File: config.mk
export PLATFORM = sky130hd
export DESIGN_NAME = butterfly_sched
export DESIGN_NICKNAME = d
export VERILOG_FILES = /design/src/rtl/butterfly_sched_pkg.sv /design/src/rtl/butterfly_sched.sv
export SDC_FILE = /design/constraint.sdc
export NUM_CORES = 1
export LEC_CHECK = 0
export BUFFER_PORTS_ARGS = -buffer_cell sky130_fd_sc_hd__clkbuf_2
export CAP_MARGIN = 20
export CORE_ASPECT_RATIO = 0.8
export CORE_MARGIN = 10
export CORE_UTILIZATION = 59
export DETAILED_ROUTE_END_ITERATION = 7
export PLACE_DENSITY = 0.89
export SYNTH_ARGS = -nofsm -noshare
export SYNTH_HDL_FRONTEND = slang
export SYNTH_SLANG_ARGS = --single-unit
export TNS_END_PERCENT = 5
File: constraint.sdc
create_clock -name clk -period 4.8 [get_ports clk]
set_input_delay 0.48 -clock clk [delete_from_list [all_inputs] [get_ports clk]]
set_output_delay 0.48 -clock clk [all_outputs]
set_load 0.03 [all_outputs]
File: src/rtl/butterfly_sched_pkg.sv
// Shared types and Q0.7 helpers for the radix-2 butterfly sequencer.
package butterfly_sched_pkg;

  typedef enum logic [1:0] {
    IDLE  = 2'd0,
    ISSUE = 2'd1,
    DRAIN = 2'd2,
    DONE  = 2'd3
  } state_e;

  typedef logic [1:0] pass_t;

  localparam logic signed [7:0] Q07_MAX = 8'sh7F;
  localparam logic signed [7:0] Q07_MIN = 8'sh80;

  // -128 has no positive Q0.7 counterpart, so it clamps to +127.
  function automatic logic signed [7:0] sat_neg(input logic signed [7:0] v);
    return (v == Q07_MIN) ? Q07_MAX : -v;
  endfunction

endpackage

File: src/rtl/butterfly_sched.sv
// Drives an external 5-operand ALU through four passes per butterfly
// (X = A + W*B, Y = A - W*B) and collects the results behind a valid/ready port.
module butterfly_sched
  import butterfly_sched_pkg::*;
#(
  parameter int BUS_WIDTH = 8
) (
  input  logic                              clk,
  input  logic                              rst_n,
  input  logic                              in_valid,
  output logic                              in_ready,
  input  logic signed [BUS_WIDTH-1:0]       in_ar,
  input  logic signed [BUS_WIDTH-1:0]       in_ai,
  input  logic signed [BUS_WIDTH-1:0]       in_br,
  input  logic signed [BUS_WIDTH-1:0]       in_bi,
  input  logic signed [BUS_WIDTH-1:0]       in_wr,
  input  logic signed [BUS_WIDTH-1:0]       in_wi,
  input  logic                              in_bypass,
  output logic                              out_valid,
  input  logic                              out_ready,
  output logic signed [BUS_WIDTH-1:0]       out_xr,
  output logic signed [BUS_WIDTH-1:0]       out_xi,
  output logic signed [BUS_WIDTH-1:0]       out_yr,
  output logic signed [BUS_WIDTH-1:0]       out_yi,
  output logic        [4:0][BUS_WIDTH-1:0]  alu_ops,
  output logic        [4:0]                 alu_reg_en,
  output logic                              alu_f_add,
  input  logic        [BUS_WIDTH-1:0]       alu_result,
  output logic                              busy
);

  typedef logic signed [BUS_WIDTH-1:0] word_t;
  typedef logic [4:0][BUS_WIDTH-1:0]   ops_t;

  // Operand set {a, b, c, d, e} for one pass; bypass routes one A/B component
  // to a, c and e with zero twiddles so either e-mux polarity yields it.
  function automatic ops_t pass_ops(input pass_t p, input logic byp,
                                    input word_t ar, input word_t ai,
                                    input word_t br, input word_t bi,
                                    input word_t wr, input word_t wi);
    ops_t  o;
    word_t v;
    o = '0;
    if (byp) begin
      case (p)
        2'd0:    v = ar;
        2'd1:    v = ai;
        2'd2:    v = br;
        default: v = bi;
      endcase
      o[0] = v;
      o[2] = v;
      o[4] = v;
    end else begin
      o[0] = br;
      o[2] = bi;
      case (p)
        2'd0:    begin o[1] = wr;          o[3] = sat_neg(wi); o[4] = ar; end
        2'd1:    begin o[1] = wi;          o[3] = wr;          o[4] = ai; end
        2'd2:    begin o[1] = sat_neg(wr); o[3] = wi;          o[4] = ar; end
        default: begin o[1] = sat_neg(wi); o[3] = sat_neg(wr); o[4] = ai; end
      endcase
    end
    return o;
  endfunction

  state_e state_q;
  pass_t  pass_q;
  pass_t  cap_pass_q;
  logic   cap_vld_q;
  ops_t   ops_q, ops_d;
  logic [4:0] reg_en_q;
  logic   f_add_q;
  logic   out_valid_q;
  word_t  ar_q, ai_q, br_q, bi_q, wr_q, wi_q;
  logic   byp_q;
  word_t  xr_q, xi_q, yr_q, yi_q;

  assign in_ready = (state_q == IDLE);

  // Operands for the pass issued next cycle: pass 0 straight from the
  // request inputs, later passes from the latched copy.
  always_comb begin
    ops_d = '0;
    if (state_q == IDLE)
      ops_d = pass_ops(2'd0, in_bypass, in_ar, in_ai, in_br, in_bi, in_wr, in_wi);
    else if (state_q == ISSUE && pass_q != 2'd3)
      ops_d = pass_ops(pass_q + 2'd1, byp_q, ar_q, ai_q, br_q, bi_q, wr_q, wi_q);
  end

  always_ff @(posedge clk) begin
    if (state_q == IDLE && in_valid) begin
      ar_q  <= in_ar;
      ai_q  <= in_ai;
      br_q  <= in_br;
      bi_q  <= in_bi;
      wr_q  <= in_wr;
      wi_q  <= in_wi;
      byp_q <= in_bypass;
    end
  end

  always_ff @(posedge clk) begin
    if (!rst_n) begin
      state_q     <= IDLE;
      pass_q      <= 2'd0;
      cap_vld_q   <= 1'b0;
      cap_pass_q  <= 2'd0;
      ops_q       <= '0;
      reg_en_q    <= '0;
      f_add_q     <= 1'b0;
      out_valid_q <= 1'b0;
      xr_q        <= '0;
      xi_q        <= '0;
      yr_q        <= '0;
      yi_q        <= '0;
    end else begin
      // The ALU result lags its issue by one cycle, so capture follows a
      // delayed copy of the pass index.
      cap_vld_q  <= (state_q == ISSUE);
      cap_pass_q <= pass_q;
      if (cap_vld_q) begin
        case (cap_pass_q)
          2'd0:    xr_q <= alu_result;
          2'd1:    xi_q <= alu_result;
          2'd2:    yr_q <= alu_result;
          default: yi_q <= alu_result;
        endcase
      end
      case (state_q)
        IDLE: begin
          if (in_valid) begin
            state_q  <= ISSUE;
            pass_q   <= 2'd0;
            ops_q    <= ops_d;
            reg_en_q <= 5'h1F;
            f_add_q  <= in_bypass;
          end
        end
        ISSUE: begin
          if (pass_q == 2'd3) begin
            state_q  <= DRAIN;
            pass_q   <= 2'd0;
            ops_q    <= '0;
            reg_en_q <= '0;
            f_add_q  <= 1'b0;
          end else begin
            pass_q <= pass_q + 2'd1;
            ops_q  <= ops_d;
          end
        end
        DRAIN: begin
          state_q     <= DONE;
          out_valid_q <= 1'b1;
        end
        DONE: begin
          if (out_ready) begin
            state_q     <= IDLE;
            out_valid_q <= 1'b0;
          end
        end
        default: state_q <= IDLE;
      endcase
    end
  end

  assign alu_ops    = ops_q;
  assign alu_reg_en = reg_en_q;
  assign alu_f_add  = f_add_q;
  assign out_valid  = out_valid_q;
  assign out_xr     = xr_q;
  assign out_xi     = xi_q;
  assign out_yr     = yr_q;
  assign out_yi     = yi_q;
  assign busy       = (state_q != IDLE);

endmodule

==> out/qor.txt, run 1 <==
Final period util -> 63.7%
NumNets Final -> 846
Synth Instances -> 656
Routed vias -> 5992
Clock sinks -> 131
Sequential fraction of the synthesis area -> 48.9%
Pins Over Slew Limit -> 0
ANT nets after route -> 0
Vias/cell -> 6.47
First-pass GRT wire length -> 32.3 mm
Clock transition at path regs -> 70 ps
Root Driver -> clkbuf_16
Final Hold Viols -> 0
Hold-fix buffers, CTS -> 0
Most numerous cell in the Yosys netlist -> dfxtp_1
Fin worst setup slack -> 1740 ps
Starting Density -> 61.2%
Hold crit path type -> in2reg
Final wirelength -> 20.3 mm
Final core occ -> 74.1%
Worst reg2reg setup slack -> 1740 ps
Crit path to -> alu_ops[32]
Post-synth EDFFs -> 49
Pwr Density -> 655 nW/um2
RR Endpoint -> alu_ops[32]
Minimum clock period -> 3060 ps
Critical Path RT -> 5100 ps
Yosys reg bits -> 131
Number of DRC markers in iteration 0 -> 894
Yosys cell types -> 56
Crit. End Element -> flop
Mean post-synth cell area -> 9.70 um2
Count of max-cap constraint violations -> 0
Top-area cell type share of the netlist area -> 25.8%
Chip Height -> 113 um
Synth cell count leaders -> dfxtp_1 (82), nand2_1 (73), nor2_1 (57)
Post-CTS Resized -> 0
Number of cell rows -> 33
Ports -> 142
Fraction of layout cells with a size suffix above 1 -> 24.8%
Peak supply drop -> 0.585 mV
Fmax -> 327 MHz
GR Util All Layers -> 26.2%
Synth area leaders -> dfxtp_1 (26%), edfxtp_1 (23%), mux2i_1 (5.3%), nand2_1 (4.3%), a21oi_1 (4.0%)
Placed inst area -> 7080 um2
Syn. warnings -> 0
Status -> finished, final reports clean
DRC errors left -> 0
PortBufs -> 141
H-tree depth -> 4
Worst-Skew Late Latency -> 420 ps
Post-CTS setup buffers -> 0
Pre-CTS WS -> 1910 ps
Critical R2R Launch -> pass_q[0]
Post-detail-place hpwl -> 14.0 mm
Syn nets -> 729
Number of global-route vias before repair -> 6067
Core ar. -> 10400 um2
DIE AREA -> 15400 um2
Wire length per cell -> 22.0 um
Leak pwr -> 3.29 nW
Ys flop type -> dfxtp_1
Slew @ Worst Pin -> 988 ps
Fin Setup TNS -> 0 ps
Initial antenna violation count -> 0
Grt ovf -> 0
Final GP Congestion -> 0.941
Design area -> 7710 um2
Diodes inserted -> 0
Ys async rst share -> 0%
CTS tree -> done
TritonCTS Buffers -> 17
Clock tree buffer depth -> 2
First drt pass iteration count -> 5
Synth Cell Area -> 6360 um2
Critical path class -> reg2reg
Endpoints failing setup -> 0
WP data arrival -> 3360 ps
Pin count of the biggest net entering global routing -> 56
Chip width -> 136 um
Max-slew headroom -> 34.1%
RSZ-0062 raised after global routing -> false
Clk_skew -> 10.5 ps
Worst Path Max Fanout -> 27
Critical Path Source Type -> flop
Synth area leader -> dfxtp_1
Area Overhead vs Synth -> 21.1%
Reg2Reg Depth -> 7
Crit path from -> pass_q[0]
==> per-layer routing <==
metal  share of wire [%]  vias up  routed length [um]  track usage [%]
met5                   0        -                   0                0
met4                 3.5        0                 719             11.5
met3                  11       64                2180             7.82
met2                  48      382                9790             43.1
met1                  38     2877                7660             31.1
li1                    -     2669                   -                -
==> worst max-delay path: stages (launching register included) <==
cell	delay [ps]
dfxtp_1	730
inv_1	180
ha_1	560
nor2b_1	680
nand3_1	260
o211ai_1	150
o21ai_0	140
a22o_1	240
==> area by class of cell <==
cell class	count	area, um2
sequential	131	3110
clock inverter	11	136
timing repair buffer	147	763
multi-input combinational	458	2960
inverter	18	67.6
fill	741	2700
clock buffer	21	493
tap	140	175
==> logic make-up after synthesis <==
| logic type | count (synthesis) | share of synthesized area (%) |
|---|---|---|
| AO/OA/AOI/OAI | 212 | 22.8 |
| XOR/XNOR | 8 | 1.10 |
| multiplexers | 43 | 6.94 |
| buffers and inverters | 67 | 4.64 |
| flip-flops | 131 | 48.9 |
| adder cells (fa/ha/maj) | 12 | 2.36 |
| AND/OR/NAND/NOR | 183 | 13.2 |
==> how the worst min path moves through the flow <==
stage | start | end | slack (ps) | cells past startpoint
2_1_floorplan | pass_q[1] | cap_pass_q[1] | 500 | 2
3_3_place_gp | alu_ops[1] | alu_ops[1] | 440 | 2
3_5_place_dp | alu_ops[7] | alu_ops[7] | 460 | 2
4_1_cts | in_ai[4] | ai_q[4] | 230 | 1
5_1_grt | in_ai[3] | ai_q[3] | 220 | 1
6_report | in_ai[4] | ai_q[4] | 230 | 1
==> state kept, by name, summed over array words and instances, names as in the netlist, 2 cells and up <==
register,count
ar_q,8
out_xr,8
cap_pass_q,2
wr_q,8
alu_ops,40
out_yr,8
ai_q,8
state_q,2
bi_q,8
out_xi,8
br_q,8
wi_q,8
out_yi,8
pass_q,2
==> layout by cell type (no fill, tap or decap), types with 9 or more instances in the layout <==
cell type / Yosys / layout
clkbuf_2: 0 / 141
dfxtp_1: 82 / 82
nand2_1: 73 / 73
nor2_1: 57 / 57
a21oi_1: 51 / 51
edfxtp_1: 49 / 49
mux2i_1: 34 / 34
o21ai_0: 35 / 34
o211ai_1: 25 / 25
clkbuf_16: 0 / 19
inv_1: 17 / 16
a211o_1: 16 / 16
a22oi_1: 14 / 14
a221oi_1: 13 / 13
nand3_1: 12 / 12
ha_1: 12 / 12
o21a_1: 11 / 11
a22o_1: 11 / 11
mux2_2: 9 / 9
==> power by group <==
part / leakage [nW] / total, mW / internal (mW) / switching [mW]
clock network: 0.312 / 1.37 / 0.853 / 0.514
logic: 1.84 / 1.98 / 0.630 / 1.35
registers: 1.13 / 1.70 / 1.45 / 0.254
==> per-stage QoR <==
step           hold WS (ps)  instances  power (mW)
3_5_place_dp            455        894        3.63
4_1_cts                 225        926        5.01
6_report                232        926        5.05
5_1_grt                 219        926        5.27
3_3_place_gp            444        893        3.55
2_1_floorplan           505        656        3.04
(Power assumes the default switching activity.)
==> run 2: changes to the inputs <==
- CORE_UTILIZATION: 59 -> 49
- PLACE_DENSITY: 0.89 -> 0.79
- clock period: 4.8 -> 2.78 ns (I/O delays scaled with it)
==> run 2 against run 1 <==
  * Clock skew fell by 3.6 ps
  * Register-to-register slack lost 1500 ps
  * Fmax increased by 22%
  * Setup slack worse by 1500 ps
  * Combinational power increased by 75%
  * Clock power is 73% higher
  * Cell area grew 1.9%
  * Via count decreased by 1.7%
  * Global-route usage down 4.6 points
  * Total power up 73%
  * Flip-flop and latch count stayed put
  * Critical path type unchanged
  * Critical endpoint is now alu_ops[30]
==> out/qor.txt, run 2 (synthesis gave the netlist of run 1 again) <==
Final period util -> 90.0%
WP data arrival -> 2810 ps
NumNets Final -> 860
RSZ-0062 raised after global routing -> false
Pwr Density -> 1110 nW/um2
First drt pass iteration count -> 5
Peak supply drop -> 0.756 mV
Routed vias -> 5893
Pins Over Slew Limit -> 0
Placed inst area -> 7230 um2
Area Overhead vs Synth -> 23.4%
TritonCTS Buffers -> 17
Initial antenna violation count -> 0
WHS Endpoint -> ai_q[2]
Max-slew headroom -> 42.0%
Root Driver -> clkbuf_16
Critical R2R Launch -> wi_q[0]
Grt ovf -> 0
CTS tree -> done
Hold-fix buffers, CTS -> 0
Pin count of the biggest net entering global routing -> 52
Critical Path RT -> 3080 ps
Commonest non-fill, non-tap cell in the layout -> clkbuf_2
Minimum clock period -> 2500 ps
Max reg flops -> 40
Chip width -> 147 um
Post-CTS Resized -> 0
Final GP Congestion -> 0.940
Placed instance count -> 943
Post-CTS setup buffers -> 0
Final Hold Viols -> 0
Diodes inserted -> 0
Critical path class -> reg2reg
Worst-Skew Late Latency -> 420 ps
Clk_skew -> 6.84 ps
Final core occ -> 61.5%
Post-detail-place hpwl -> 14.6 mm
Clock tree buffer depth -> 2
Fraction of layout cells with a size suffix above 1 -> 26.0%
Number of cell rows -> 37
Reg2Reg Depth -> 7
RR Endpoint -> alu_ops[30]
Critical Path Source Type -> flop
Fin worst setup slack -> 277 ps
Worst Path Max Fanout -> 7
DRC errors left -> 0
Fin Setup TNS -> 0 ps
Number of DRC markers in iteration 0 -> 534
Clock transition at path regs -> 60 ps
Fmax -> 399 MHz
Final wirelength -> 20.0 mm
PortBufs -> 141
# fillers -> 1071
Hold Crit Depth -> 1
Clock sinks -> 131
Hold crit path type -> in2reg
Hold slack -> 34.7 ps
H-tree depth -> 4
Count of max-cap constraint violations -> 0
Worst reg2reg setup slack -> 280 ps
Status -> finished, final reports clean
Ports -> 142
Pre-CTS WS -> 306 ps
Core ar. -> 12800 um2
Starting Density -> 49.8%
Overall power -> 8.73 mW
HP Start -> in_ai[2]
DIE AREA -> 18000 um2
Most frequent cells in the layout -> clkbuf_2 (141), dfxtp_1 (82), nand2_1 (73)
Number of global-route vias before repair -> 5908
Chip Height -> 122 um
GR Util All Layers -> 21.6%
First-pass GRT wire length -> 31.3 mm
Design area -> 7850 um2
Endpoints failing setup -> 0
Wire length per cell -> 20.5 um
Leak pwr -> 3.35 nW
ANT nets after route -> 0
Vias/cell -> 6.04
Non-Filler Instances -> 975
Crit. End Element -> flop
Slew @ Worst Pin -> 870 ps
[run 2: worst max-delay path by stage]
stage	start	end	slack [ps]	cells after the start
2_1_floorplan	state_q[0]	ai_q[0]	230	5
3_3_place_gp	wi_q[0]	alu_ops[30]	310	7
3_5_place_dp	wi_q[0]	alu_ops[30]	310	7
4_1_cts	wi_q[0]	alu_ops[30]	300	7
5_1_grt	wi_q[0]	alu_ops[30]	220	7
6_report	wi_q[0]	alu_ops[30]	280	7
[run 2: metal layers]
| layer | part of all wire, % | routed length [um] | GRT usage (%) |
|---|---|---|---|
| met1 | 41 | 8230 | 25.8 |
| met2 | 48 | 9560 | 36.3 |
| met3 | 8.4 | 1670 | 6.26 |
| met4 | 2.6 | 512 | 8.59 |
| met5 | 0 | 0 | 0 |
[run 2: critical path: stages, from the launching register on]
cell and delay, ps:
edfxtp_1 450, inv_1 110, ha_1 240, or4b_1 580, or4_4 460, a31o_1 230
a311oi_1 250, nor2_1 70
[run 2: area by class of cell]
type                            instances  area (um2)  share of cell area (%)
Inverter                               18        67.6                   0.860
Timing Repair Buffer                  161         868                    11.1
Multi-Input combinational cell        458        2960                    37.7
Clock buffer                           19         443                    5.64
Clock inverter                         13         181                    2.31
Tap cell                              175         219                    2.79
Sequential cell                       131        3110                    39.6
[run 2: power by group]
group	switching, mW	leakage, nW	total (mW)	internal [mW]
combinational	2.30	1.91	3.47	1.17
sequential	0.383	1.13	2.89	2.51
clock	0.851	0.305	2.37	1.52
total	3.53	3.35	8.73	5.20
==> run 3: changes to the inputs <==
- MAX_ROUTING_LAYER: not set -> met4
==> run 3 against run 2 <==
  * Cell area up 0.19%
  * Largest cell class unchanged
  * Global-route usage rose by 1.5 points
  * Highest routed layer unchanged
  * Routed wire length increased by 2.1%
  * Clock power about the same
  * Clock skew about the same
  * Sequential share of layout area shrank 0.076 points
==> out/qor.txt, run 3 (synthesis gave the netlist of run 1 again) <==
Most frequent cells in the layout -> clkbuf_2 (141), dfxtp_1 (82), nand2_1 (73)
Post-CTS setup buffers -> 0
H-tree depth -> 4
GR Util All Layers -> 23.1%
Status -> finished, final reports clean
First drt pass iteration count -> 5
Number of cell rows -> 37
Worst reg2reg setup slack -> 170 ps
Pin count of the biggest net entering global routing -> 52
WHS Endpoint -> ai_q[4]
Hold Crit Depth -> 1
Placed instance count -> 945
DIE AREA -> 18000 um2
CTS tree -> done
PortBufs -> 141
Multi-input gate area -> 2960 um2
Count of max-cap constraint violations -> 0
Hold crit path type -> in2reg
Number of global-route vias before repair -> 6020
HP Start -> in_ai[4]
Routed vias -> 5869
Starting Density -> 49.8%
Max-slew headroom -> 40.9%
Reg2Reg Depth -> 7
Slew @ Worst Pin -> 886 ps
Clock tree buffer depth -> 2
Initial antenna violation count -> 0
Chip Height -> 122 um
Fraction of layout cells with a size suffix above 1 -> 26.1%
Clk_skew -> 7.28 ps
Clock transition at path regs -> 60 ps
Critical path class -> reg2reg
First-pass GRT wire length -> 32.4 mm
Chip width -> 147 um
NumNets Final -> 862
Area Overhead vs Synth -> 23.6%
Register area -> 3110 um2
Core ar. -> 12800 um2
WP data arrival -> 2900 ps
Pins Over Slew Limit -> 0
Crit path buf inv count -> 1
Ports -> 142
Top Family by Delay on Critical Path -> simple AND/OR/NAND/NOR gates
Critical Path Source Type -> flop
Commonest non-fill, non-tap cell in the layout -> clkbuf_2
TritonCTS Buffers -> 17
Vias/cell -> 6.01
DRC errors left -> 0
Number of DRC markers in iteration 0 -> 622
Final Hold Viols -> 0
ANT nets after route -> 0
Leak pwr -> 3.35 nW
Crit. End Element -> flop
Max stage delay cell, worst path -> or4b_1
Final GP Congestion -> 0.940
Root Driver -> clkbuf_16
Post-detail-place hpwl -> 14.6 mm
Worst Path Max Fanout -> 7
Diodes inserted -> 0
Final wirelength -> 20.4 mm
RR Endpoint -> alu_ops[30]
Endpoints failing setup -> 0
Wire length per cell -> 20.9 um
Worst-Skew Late Latency -> 410 ps
Critical Path RT -> 3070 ps
Clock sinks -> 131
Post-CTS Resized -> 0
Fmax -> 383 MHz
# fillers -> 1072
Hold-fix buffers, CTS -> 0
RSZ-0062 raised after global routing -> false
Grt ovf -> 0
CP cell instances -> inv_1 -> ha_1 -> or4b_1 -> or4_4 -> a31o_1 -> a311oi_1 -> nor2_1
CP max stage delay -> 590 ps
Non-Filler Instances -> 977
Final period util -> 93.9%
Max reg flops -> 40
Fin Setup TNS -> 0 ps
Minimum clock period -> 2610 ps
Pwr Density -> 1110 nW/um2
Peak supply drop -> 0.931 mV
Critical R2R Launch -> wi_q[0]
## run 3: cell types whose count changed in the layout (fill, tap and decap cells not counted)
| cell | previous run | this run |
|---|---|---|
| clkinv_2 | 3 | 1 |
| clkinv_4 | 3 | 1 |
| inv_6 | 1 | 2 |
| clkinv_1 | 2 | 3 |
| clkinvlp_4 | 1 | 3 |
| buf_4 | 19 | 21 |
## run 3: layout make-up
type,instances,area share (%)
well taps,175,2.78
repair buffers,163,11.2
inverters,18,0.859
multi-input cells,458,37.6
flip-flops and latches,131,39.6
clock buffers,19,5.63
clock inverters,13,2.31
## run 3: worst max path at each step
stage / from / to / slack [ps] / depth (start not counted)
floorplan: state_q[0] / ai_q[0] / 230 / 5
global placement: wi_q[0] / alu_ops[30] / 320 / 7
detailed placement: wi_q[0] / alu_ops[30] / 280 / 7
CTS: wi_q[0] / alu_ops[30] / 220 / 7
global route: wi_q[0] / alu_ops[30] / 60 / 7
finish: wi_q[0] / alu_ops[30] / 170 / 7
## run 3: worst reg2reg max path: cells and delay by family (launching register included)
family          cells  cell delay, ps
fa+ha+maj           1             260
compound gates      2             510
buf+inv             1             120
flops               1             470
simple gates        3            1130
## run 3: through the flow
step / hold slack (ps) / setup slack (ps) / cell area (um2) / utilization [%] / total power, mW
after floorplan: 377 / 235 / 6360 / - / 5.24
after global placement: 448 / 319 / 7240 / 56.7 / 6.27
after detailed placement: 454 / 276 / 7240 / 56.7 / 6.34
after CTS: 33.9 / 220 / 7870 / 61.6 / 8.75
after global routing: 32.5 / 59.1 / 7870 / 61.6 / 9.21
final: 40.8 / 169 / 7870 / 61.6 / 8.77
## run 3: where the power goes
part           internal (mW)  switching [mW]  total, mW
Clock                   1.52           0.868       2.39
Combinational           1.18            2.32       3.49
Sequential              2.51           0.381       2.89
Total                   5.21            3.57       8.77
## run 3: per-layer routing
metal | GRT usage, % | wire, um | vias to the layer above | part of all wire (%)
li1 | - | - | 2709 | -
met1 | 28.0 | 8610 | 2856 | 42
met2 | 37.0 | 9880 | 270 | 48
met3 | 5.00 | 1440 | 34 | 7.1
met4 | 9.27 | 471 | 0 | 2.3
met5 | - | 0 | - | 0
